<file path="src/rtl/alu_mul_seq.sv">
// alu_mul_seq: unsigned shift-add multiplier, WIDTH x WIDTH -> 2*WIDTH product with zero/overflow flags.
// Latency: WIDTH clocks from accept edge to out_valid (early exit with ALU_MUL_EARLY_EXIT_EN: max(1, msb(b)+1)).
// Backpressure: one op in flight; in_ready only in IDLE; result held in DONE until out_ready.
module alu_mul_seq #(
    parameter int WIDTH = 8
) (
    input  logic                 clk,
    input  logic                 rst_n,
    input  logic                 in_valid,
    output logic                 in_ready,
    input  logic [WIDTH-1:0]     a_i,
    input  logic [WIDTH-1:0]     b_i,
    output logic                 out_valid,
    input  logic                 out_ready,
    output logic [2*WIDTH-1:0]   product_o,
    output logic                 zero_o,
    output logic                 ovf_o,
    output logic                 busy_o
);

    localparam int PW    = 2 * WIDTH;
    localparam int CNT_W = $clog2(WIDTH);

    typedef enum logic [1:0] {
        IDLE = 2'd0,
        RUN  = 2'd1,
        DONE = 2'd2
    } state_t;

    state_t             state_q, state_d;
    logic [PW-1:0]      acc_q, acc_d;
    logic [PW-1:0]      mcand_q, mcand_d;
    logic [WIDTH-1:0]   mplier_q, mplier_d;
    logic [CNT_W-1:0]   cnt_q, cnt_d;
    logic [PW-1:0]      product_q, product_d;
    logic               zero_q, zero_d;
    logic               ovf_q, ovf_d;
    logic               last_step;

    // Next-state and datapath: accept in IDLE, one multiplier bit per RUN clock, hold in DONE.
    always_comb begin
        state_d   = state_q;
        acc_d     = acc_q;
        mcand_d   = mcand_q;
        mplier_d  = mplier_q;
        cnt_d     = cnt_q;
        product_d = product_q;
        zero_d    = zero_q;
        ovf_d     = ovf_q;
        last_step = 1'b0;

        case (state_q)
            IDLE: begin
                if (in_valid) begin
                    mcand_d  = {{WIDTH{1'b0}}, a_i};
                    mplier_d = b_i;
                    acc_d    = '0;
                    cnt_d    = '0;
                    state_d  = RUN;
                end
            end
            RUN: begin
                // Carry-out cannot occur: an unsigned WIDTH x WIDTH product fits in 2*WIDTH bits.
                if (mplier_q[0]) begin
                    acc_d = acc_q + mcand_q;
                end
                mcand_d   = mcand_q << 1;
                mplier_d  = mplier_q >> 1;
                cnt_d     = cnt_q + 1'b1;
                last_step = (cnt_q == CNT_W'(WIDTH - 1));
`ifdef ALU_MUL_EARLY_EXIT_EN
                // No set bits left in the multiplier: remaining steps would add nothing.
                if (mplier_d == '0) begin
                    last_step = 1'b1;
                end
`endif
                if (last_step) begin
                    state_d   = DONE;
                    product_d = acc_d;
                    zero_d    = (acc_d == '0);
                    ovf_d     = |acc_d[PW-1:WIDTH];
                end
            end
            DONE: begin
                if (out_ready) begin
                    state_d = IDLE;
                end
            end
            default: begin
                state_d = IDLE;
            end
        endcase
    end

    // State and datapath registers; reset aborts any operation in flight.
    always_ff @(posedge clk or negedge rst_n) begin
        if (!rst_n) begin
            state_q   <= IDLE;
            acc_q     <= '0;
            mcand_q   <= '0;
            mplier_q  <= '0;
            cnt_q     <= '0;
            product_q <= '0;
            zero_q    <= 1'b0;
            ovf_q     <= 1'b0;
        end else begin
            state_q   <= state_d;
            acc_q     <= acc_d;
            mcand_q   <= mcand_d;
            mplier_q  <= mplier_d;
            cnt_q     <= cnt_d;
            product_q <= product_d;
            zero_q    <= zero_d;
            ovf_q     <= ovf_d;
        end
    end

    // Handshake and status outputs decoded from state only.
    always_comb begin
        in_ready  = (state_q == IDLE);
        out_valid = (state_q == DONE);
        busy_o    = (state_q != IDLE);
        product_o = product_q;
        zero_o    = zero_q;
        ovf_o     = ovf_q;
    end

endmodule

</file>
<file path="config.mk">
export PLATFORM = sky130hd
export DESIGN_NAME = alu_mul_seq
export DESIGN_NICKNAME = d
export VERILOG_FILES = /design/src/rtl/alu_mul_seq.sv
export SDC_FILE = /design/constraint.sdc
export NUM_CORES = 1
export LEC_CHECK = 0
export ABC_AREA = 0
export BUFFER_PORTS_ARGS = -buffer_cell sky130_fd_sc_hd__buf_2
export CAP_MARGIN = 0
export CORE_UTILIZATION = 55
export DETAILED_ROUTE_END_ITERATION = 16
export PLACE_DENSITY = 0.76
export REMOVE_ABC_BUFFERS = 1
export SETUP_SLACK_MARGIN = 0.4
export SLEW_MARGIN = 20
export SYNTH_ARGS = -nofsm -noshare
export SYNTH_HDL_FRONTEND = slang
export SYNTH_SLANG_ARGS = --single-unit
</file>
<file path="constraint.sdc">
create_clock -name clk -period 3.4 [get_ports clk]
set_clock_uncertainty 0.05 [all_clocks]
set_input_delay 0.34 -clock clk [delete_from_list [all_inputs] [get_ports clk]]
set_output_delay 0.34 -clock clk [all_outputs]
set_load 0.1 [all_outputs]
</file>
==> results of run 1 <==
sequential cells by signal (all words and copies together) (netlist names):
name,cells
state_q,2
product_o,16
ovf_o,1
zero_o,1
mcand_q,16
cnt_q,3
acc_q,16
mplier_q,8
report_power, final:
part / total (mW) / internal (mW) / leakage, nW / switching [mW]
combinational: 2.36 / 0.701 / 0.963 / 1.66
clock: 0.641 / 0.355 / 0.100 / 0.285
sequential: 1.30 / 1.04 / 0.827 / 0.259
logic make-up (layout without fill, tap and decap cells):
kind of cell	count (synthesis)	after routing	share of synthesized area, %
AO/OA/AOI/OAI	151	151	27.2
XOR/XNOR	10	10	2.41
adder cells (fa/ha/maj)	18	18	6.41
buffers and inverters	31	73	3.48
AND/OR/NAND/NOR	108	108	15.5
flip-flops	63	63	43.4
multiplexers	6	6	1.65
per-layer routing:
| layer | vias up | track usage, % | routed length [um] | part of all wire, % |
|---|---|---|---|---|
| li1 | 1483 | - | - | - |
| met1 | 1481 | 32.0 | 3630 | 45 |
| met2 | 99 | 40.6 | 3820 | 47 |
| met3 | 26 | 5.27 | 362 | 4.5 |
| met4 | 0 | 14.7 | 285 | 3.5 |
| met5 | - | 0 | 0 | 0 |
worst max-delay path by stage:
stage | startpoint | endpoint | slack (ps)
final | acc_q[0]$_DFFE_PN0P_ | zero_o$_DFFE_PN0P_ | 720
after global routing | mcand_q[6]$_DFFE_PN0P_ | zero_o$_DFFE_PN0P_ | 590
after CTS | acc_q[0]$_DFFE_PN0P_ | zero_o$_DFFE_PN0P_ | 720
after detailed placement | acc_q[0]$_DFFE_PN0P_ | zero_o$_DFFE_PN0P_ | 750
after global placement | acc_q[0]$_DFFE_PN0P_ | zero_o$_DFFE_PN0P_ | 780
after floorplan | state_q[0]$_DFFE_PN0P_ | zero_o$_DFFE_PN0P_ | 3
cell type report:
cell class	instances	area share, %
sequential	63	38.5
clock inverter	4	1.10
multi-input combinational	293	47.2
tap	77	2.35
timing repair buffer	49	6.60
clock buffer	12	3.55
inverter	8	0.733
placed cells by master, fill, tap and decap left out, drive strengths merged, types with 5 or more instances in the layout:
cell,instances
a22oi,14
ha,17
a31oi,5
inv,8
a21o,6
dfrtp,63
o21ai,59
a22o,10
xnor2,6
buf,48
a21oi,36
nor2b,18
nor2,14
clkbuf,12
mux2i,6
nand2,50
worst max-delay path, delay by kind of cell (launching register included):
kind / cells / cell delay (ps)
adder cells (fa/ha/maj): 2 / 660
AND/OR/NAND/NOR: 3 / 280
AO/OA/AOI/OAI: 5 / 1160
flip-flops: 1 / 400
per-stage QoR:
| stage | total power [mW] | area (um2) | hold WS (ps) | worst slack [ps] | util, % |
|---|---|---|---|---|---|
| floorplan | 3.11 | 3530 | -5.59 | 2.84 | - |
| global placement | 3.61 | 3890 | 233 | 781 | 61.3 |
| detailed placement | 3.66 | 3890 | 238 | 747 | 61.3 |
| CTS | 4.31 | 4090 | 128 | 722 | 64.5 |
| global route | 4.58 | 4090 | 136 | 589 | 64.5 |
| finish | 4.29 | 4090 | 129 | 717 | 64.5 |
==> results.cfg, run 1 <==
[status]
status = complete, no violations

[floorplan]
start_util_pct = 57.2
rows = 29
die_area_mm2 = 0.00693
coreArea_mm2 = 0.00635
die_h_um = 83.3
ios = 41
die_x_um = 83.3

[worst_setup_path]
reg2regPathDepth = 10
cp.arrival_ps = 2860
critPathLaunchType = flip-flop
critPathRequiredTime_ps = 3580
regToRegSetupSlack_ps = 720
crit_top_cell = o31a_1
crit_chain = ha_1 -> fa_1 -> a21o_1 -> nand4_2 -> a2111oi_4 -> o31a_1 -> o31a_1 -> nand2_1 -> nor3_2 -> a32o_2
path_class = flip-flop to flip-flop
max_stage_delay_ps = 410
critPathMaxFanout = 4
slowest_stage = fa_1
critPathCaptureType = flip-flop
r2r_end = zero_o$_DFFE_PN0P_
timing.rr.start = acc_q[0]$_DFFE_PN0P_

[logic_synthesis]
synthFlopType = dfrtp_1
ys_warn_count = 0
synth_edf_count = 0
synth.most_common_cell = dfrtp_1
yosysTopAreaCellShare_pct = 43.4
syn_area_mm2 = 0.00363
synth.area.top_cells = dfrtp_1 43%, o21ai_0 7.7%, ha_1 5.9%
ys_seq_area_share_pct = 43.4
avgSynthCellArea_um2 = 9.38
ys_async_sr_fraction_pct = 100
synthDistinctLibCells = 58
syn-instance-count = 387
ys_top_cells_by_count = 63 x dfrtp_1, 56 x o21ai_0, 50 x nand2_1, 35 x a21oi_1, 19 x clkbuf_1
yosys.area.top_type = dfrtp_1
ys_seq_elements = 63

[clocking]
cts_setup_buffers = 0
clock_latency_ps = 350
clockBufferDepth = 2
cts_tree = built
cts_buffers = 9
holdBufCountCts = 1
clock-sinks = 63
clk_pin_slew_ps = 70
h-tree-depth = 3
root_buffer = clkbuf_8
cts_resized = 0

[place]
numPortBuffers = 40
dp_cells = 489
place_congestion = 0.961
place.detailed.hpwl_mm = 5.77

[layout]
drive_above_1_share_pct = 18.6
instances_no_fill = 506
n_antenna_cell = 0
fin_nets = 462
regArea_mm2 = 0.00158
multi_input_area_mm2 = 0.00193
syn_to_final_growth_pct = 12.7
fill_cells = 539

[timing]
hold_viol_final = 0
tns_ps = 0
fin_crit_sh_pct = 78.9
max_freq_mhz = 373
worst_slew_pin_slew_ps = 915
period_minus_slack_ps = 2680
setup_violations = 0
maxSlewViolCount = 0
slew_headroom_pct = 38.9
rsz0062_at_grt = false

[routing]
vias_per_cell = 6.10
drtIter0Drc = 160
wl_per_cell_um = 16.0
ant_nets = 0
vias = 3089
route.detailed.drc = 0
dr.pass1.iters = 4
finalWirelength_mm = 8.10

[grt]
antenna_found_initial = 0
overflow = 0
grt_max_degree = 34
grt_pass1_wl_mm = 14.0
grt_util_all_layers_pct = 25.4
grt_pass1_vias = 3048

[worst_hold_path]
hold_end = state_q[1]$_DFFE_PN0P_
hold_path_class = primary input to flip-flop
hold_depth = 2
min_from = out_ready

[power]
ir_drop_uv = 712
power.density_mw_per_mm2 = 1050
p_leak_nw = 1.89

[run]
drv_cap = 0
(Power assumes the default switching activity.)
==> run 2, diff against run 1 <==
- ABC_AREA: 0 -> 1
- CORE_UTILIZATION: 55 -> 53
- clock period: 3.4 -> 2.3 ns (I/O delays scaled with it)
==> results.cfg, run 2 <==
[floorplan]
die_h_um = 85.5
die_x_um = 85.5
start_util_pct = 54.7
coreArea_mm2 = 0.00676
die_area_mm2 = 0.00731
ios = 41
rows = 30

[routing]
route.detailed.drc = 0
ant_nets = 0
finalWirelength_mm = 10.3
wl_per_cell_um = 15.8
vias = 3738
vias_per_cell = 5.73
dr.pass1.iters = 7
drtIter0Drc = 333

[timing]
maxSlewViolCount = 0
hold_viol_final = 0
rsz0062_at_grt = true
setup_violations = 0
period_minus_slack_ps = 2290
max_freq_mhz = 437
slew_headroom_pct = 51.9
fin_crit_sh_pct = 99.6
worst_slew_pin_slew_ps = 721

[worst_setup_path]
critPathMaxFanout = 3
max_stage_delay_ps = 450
critPathLaunchType = flip-flop
slowest_stage = fa_2
cp.arrival_ps = 2490
crit_chain = ha_2 -> fa_2 -> nand3_2 -> nand2_2 -> nand2_2 -> nand2_1 -> nand2_1 -> nand3_1 -> o21ai_2 -> nand3_1 -> nor2_2 -> nand2_1 -> nand2_1 -> nand2_1
crit_top_cell = nand2_1
critPathCaptureType = flip-flop
path_class = flip-flop to flip-flop
critPathRequiredTime_ps = 2500

[logic_synthesis]
synthDistinctLibCells = 26
synth_edf_count = 0
syn_area_mm2 = 0.00370
ys_seq_elements = 63
yosysTopAreaCellShare_pct = 42.6
synth.most_common_cell = nand2_1
yosys.area.top_type = dfrtp_1
ys_seq_area_share_pct = 42.6
ys_warn_count = 0
synthFlopType = dfrtp_1
ys_top_cells_by_count = 132 x nand2_1, 63 x dfrtp_1, 61 x nand3_1, 60 x inv_1, 51 x o21ai_0
avgSynthCellArea_um2 = 7.32
syn-instance-count = 505
ys_async_sr_fraction_pct = 100
synth.area.top_cells = dfrtp_1 43%, nand2_1 13%, nand3_1 8.3%

[layout]
fin_nets = 606
final_cell_mix = 107 x nand2_1, 63 x dfrtp_1, 60 x inv_1
drive_above_1_share_pct = 29.4
syn_to_final_growth_pct = 29.2
final_common_cell = nand2_1
stdcell_area_mm2 = 0.00478
final_util_pct = 70.7
multi_input_area_mm2 = 0.00217
regArea_mm2 = 0.00158
n_antenna_cell = 0
fill_cells = 520

[place]
postPlaceCellArea_mm2 = 0.00403
place.detailed.hpwl_mm = 6.38
place_congestion = 0.926
numPortBuffers = 40

[clocking]
clock-sinks = 63
clk_pin_slew_ps = 70
cts_buffers = 9
clockBufferDepth = 2
clock_latency_ps = 350
cts_tree = built
h-tree-depth = 3
root_buffer = clkbuf_8

[grt]
grt_max_degree = 36
grt_pass1_wl_mm = 16.3
grt_pass1_vias = 3505
overflow = 0
antenna_found_initial = 0
grt_util_all_layers_pct = 28.4

[worst_hold_path]
hold_path_class = primary input to flip-flop

[status]
status = complete, no violations

[run]
drv_cap = 0
[run 2: cell types whose count changed after synthesis, sizes merged, moves of 16 or more]
cell   previous run  this run
nand2            50       136
a21oi            36        10
nor2             14        36
inv               8        67
nand3             3        62
nor2b            18         0
o22ai             0        16
[run 2: path summary, 6_finish.rpt]
| kind | cells past startpoint | slack (ps) | to | startpoint |
|---|---|---|---|---|
| min in group asynchronous | 2 | 420 | product_o[13]$_DFFE_PN0P_ | rst_n |
| max in group asynchronous | 3 | 1160 | cnt_q[0]$_DFFE_PN0P_ | rst_n |
| setup / recovery | 14 | 10 | ovf_o$_DFFE_PN0P_ | mcand_q[0]$_DFFE_PN0P_ |
| hold reg to reg | 2 | 430 | product_o[3]$_DFFE_PN0P_ | product_o[3]$_DFFE_PN0P_ |
| hold / removal | 3 | 70 | mplier_q[7]$_DFFE_PN0P_ | b_i[7] |
| setup reg to reg | 14 | 10 | ovf_o$_DFFE_PN0P_ | mcand_q[0]$_DFFE_PN0P_ |
[run 2: cell type report]
cell class | count | share of cell area (%)
Inverter | 69 | 5.42
Multi-Input combinational cell | 354 | 45.3
Tap cell | 80 | 2.10
Timing Repair Buffer | 71 | 10.0
Clock buffer | 12 | 3.25
Clock inverter | 3 | 0.891
Sequential cell | 63 | 33.0
[run 2: what timing repair did]
action                                  4_1_cts  5_1_grt
hold buffers                                  1        1
buffers inserted                              6       12
endpoints found under the hold margin        28        1
resized for setup                            36       49
endpoints found under the setup margin       17       30
pin swaps                                     6       26
[run 2: cell families after synthesis]
kind of cell,synth area share (%)
XOR/XNOR,0.948
flip-flops,42.6
AND/OR/NAND/NOR,28.6
AO/OA/AOI/OAI,12.4
adder cells (fa/ha/maj),6.29
buffers and inverters,9.17
[run 2: per-layer routing]
metal  GRT usage (%)  up-vias  share of wire, %
li1                -     1765                 -
met1            38.2     1772                43
met2            45.4      161                47
met3            6.35       40               6.2
met4            10.6        0               3.3
met5               0        -                 0
[run 2: metrics by stage]
stage,hold WS [ps],TNS (ps),setup slack [ps],std cells
2_1_floorplan,-116,-13860,-533,486
3_3_place_gp,270,-20.2,-20.2,617
3_5_place_dp,275,-20.1,-20.1,617
4_1_cts,8.47,0,150,639
5_1_grt,103,-174,-104,652
6_report,73.4,0,9.97,652
[run 2: worst max-delay path, delay by kind of cell, from the launching register on]
family,cells,cell delay (ps)
AOI/OAI and AO/OA,1,120
adders and majority gates,2,660
DFF,1,390
and+or+nand+nor,11,970
Power of run 2 is not shown: default switching activity piles up to over one toggle a cycle in this logic, so the estimate is an artifact.
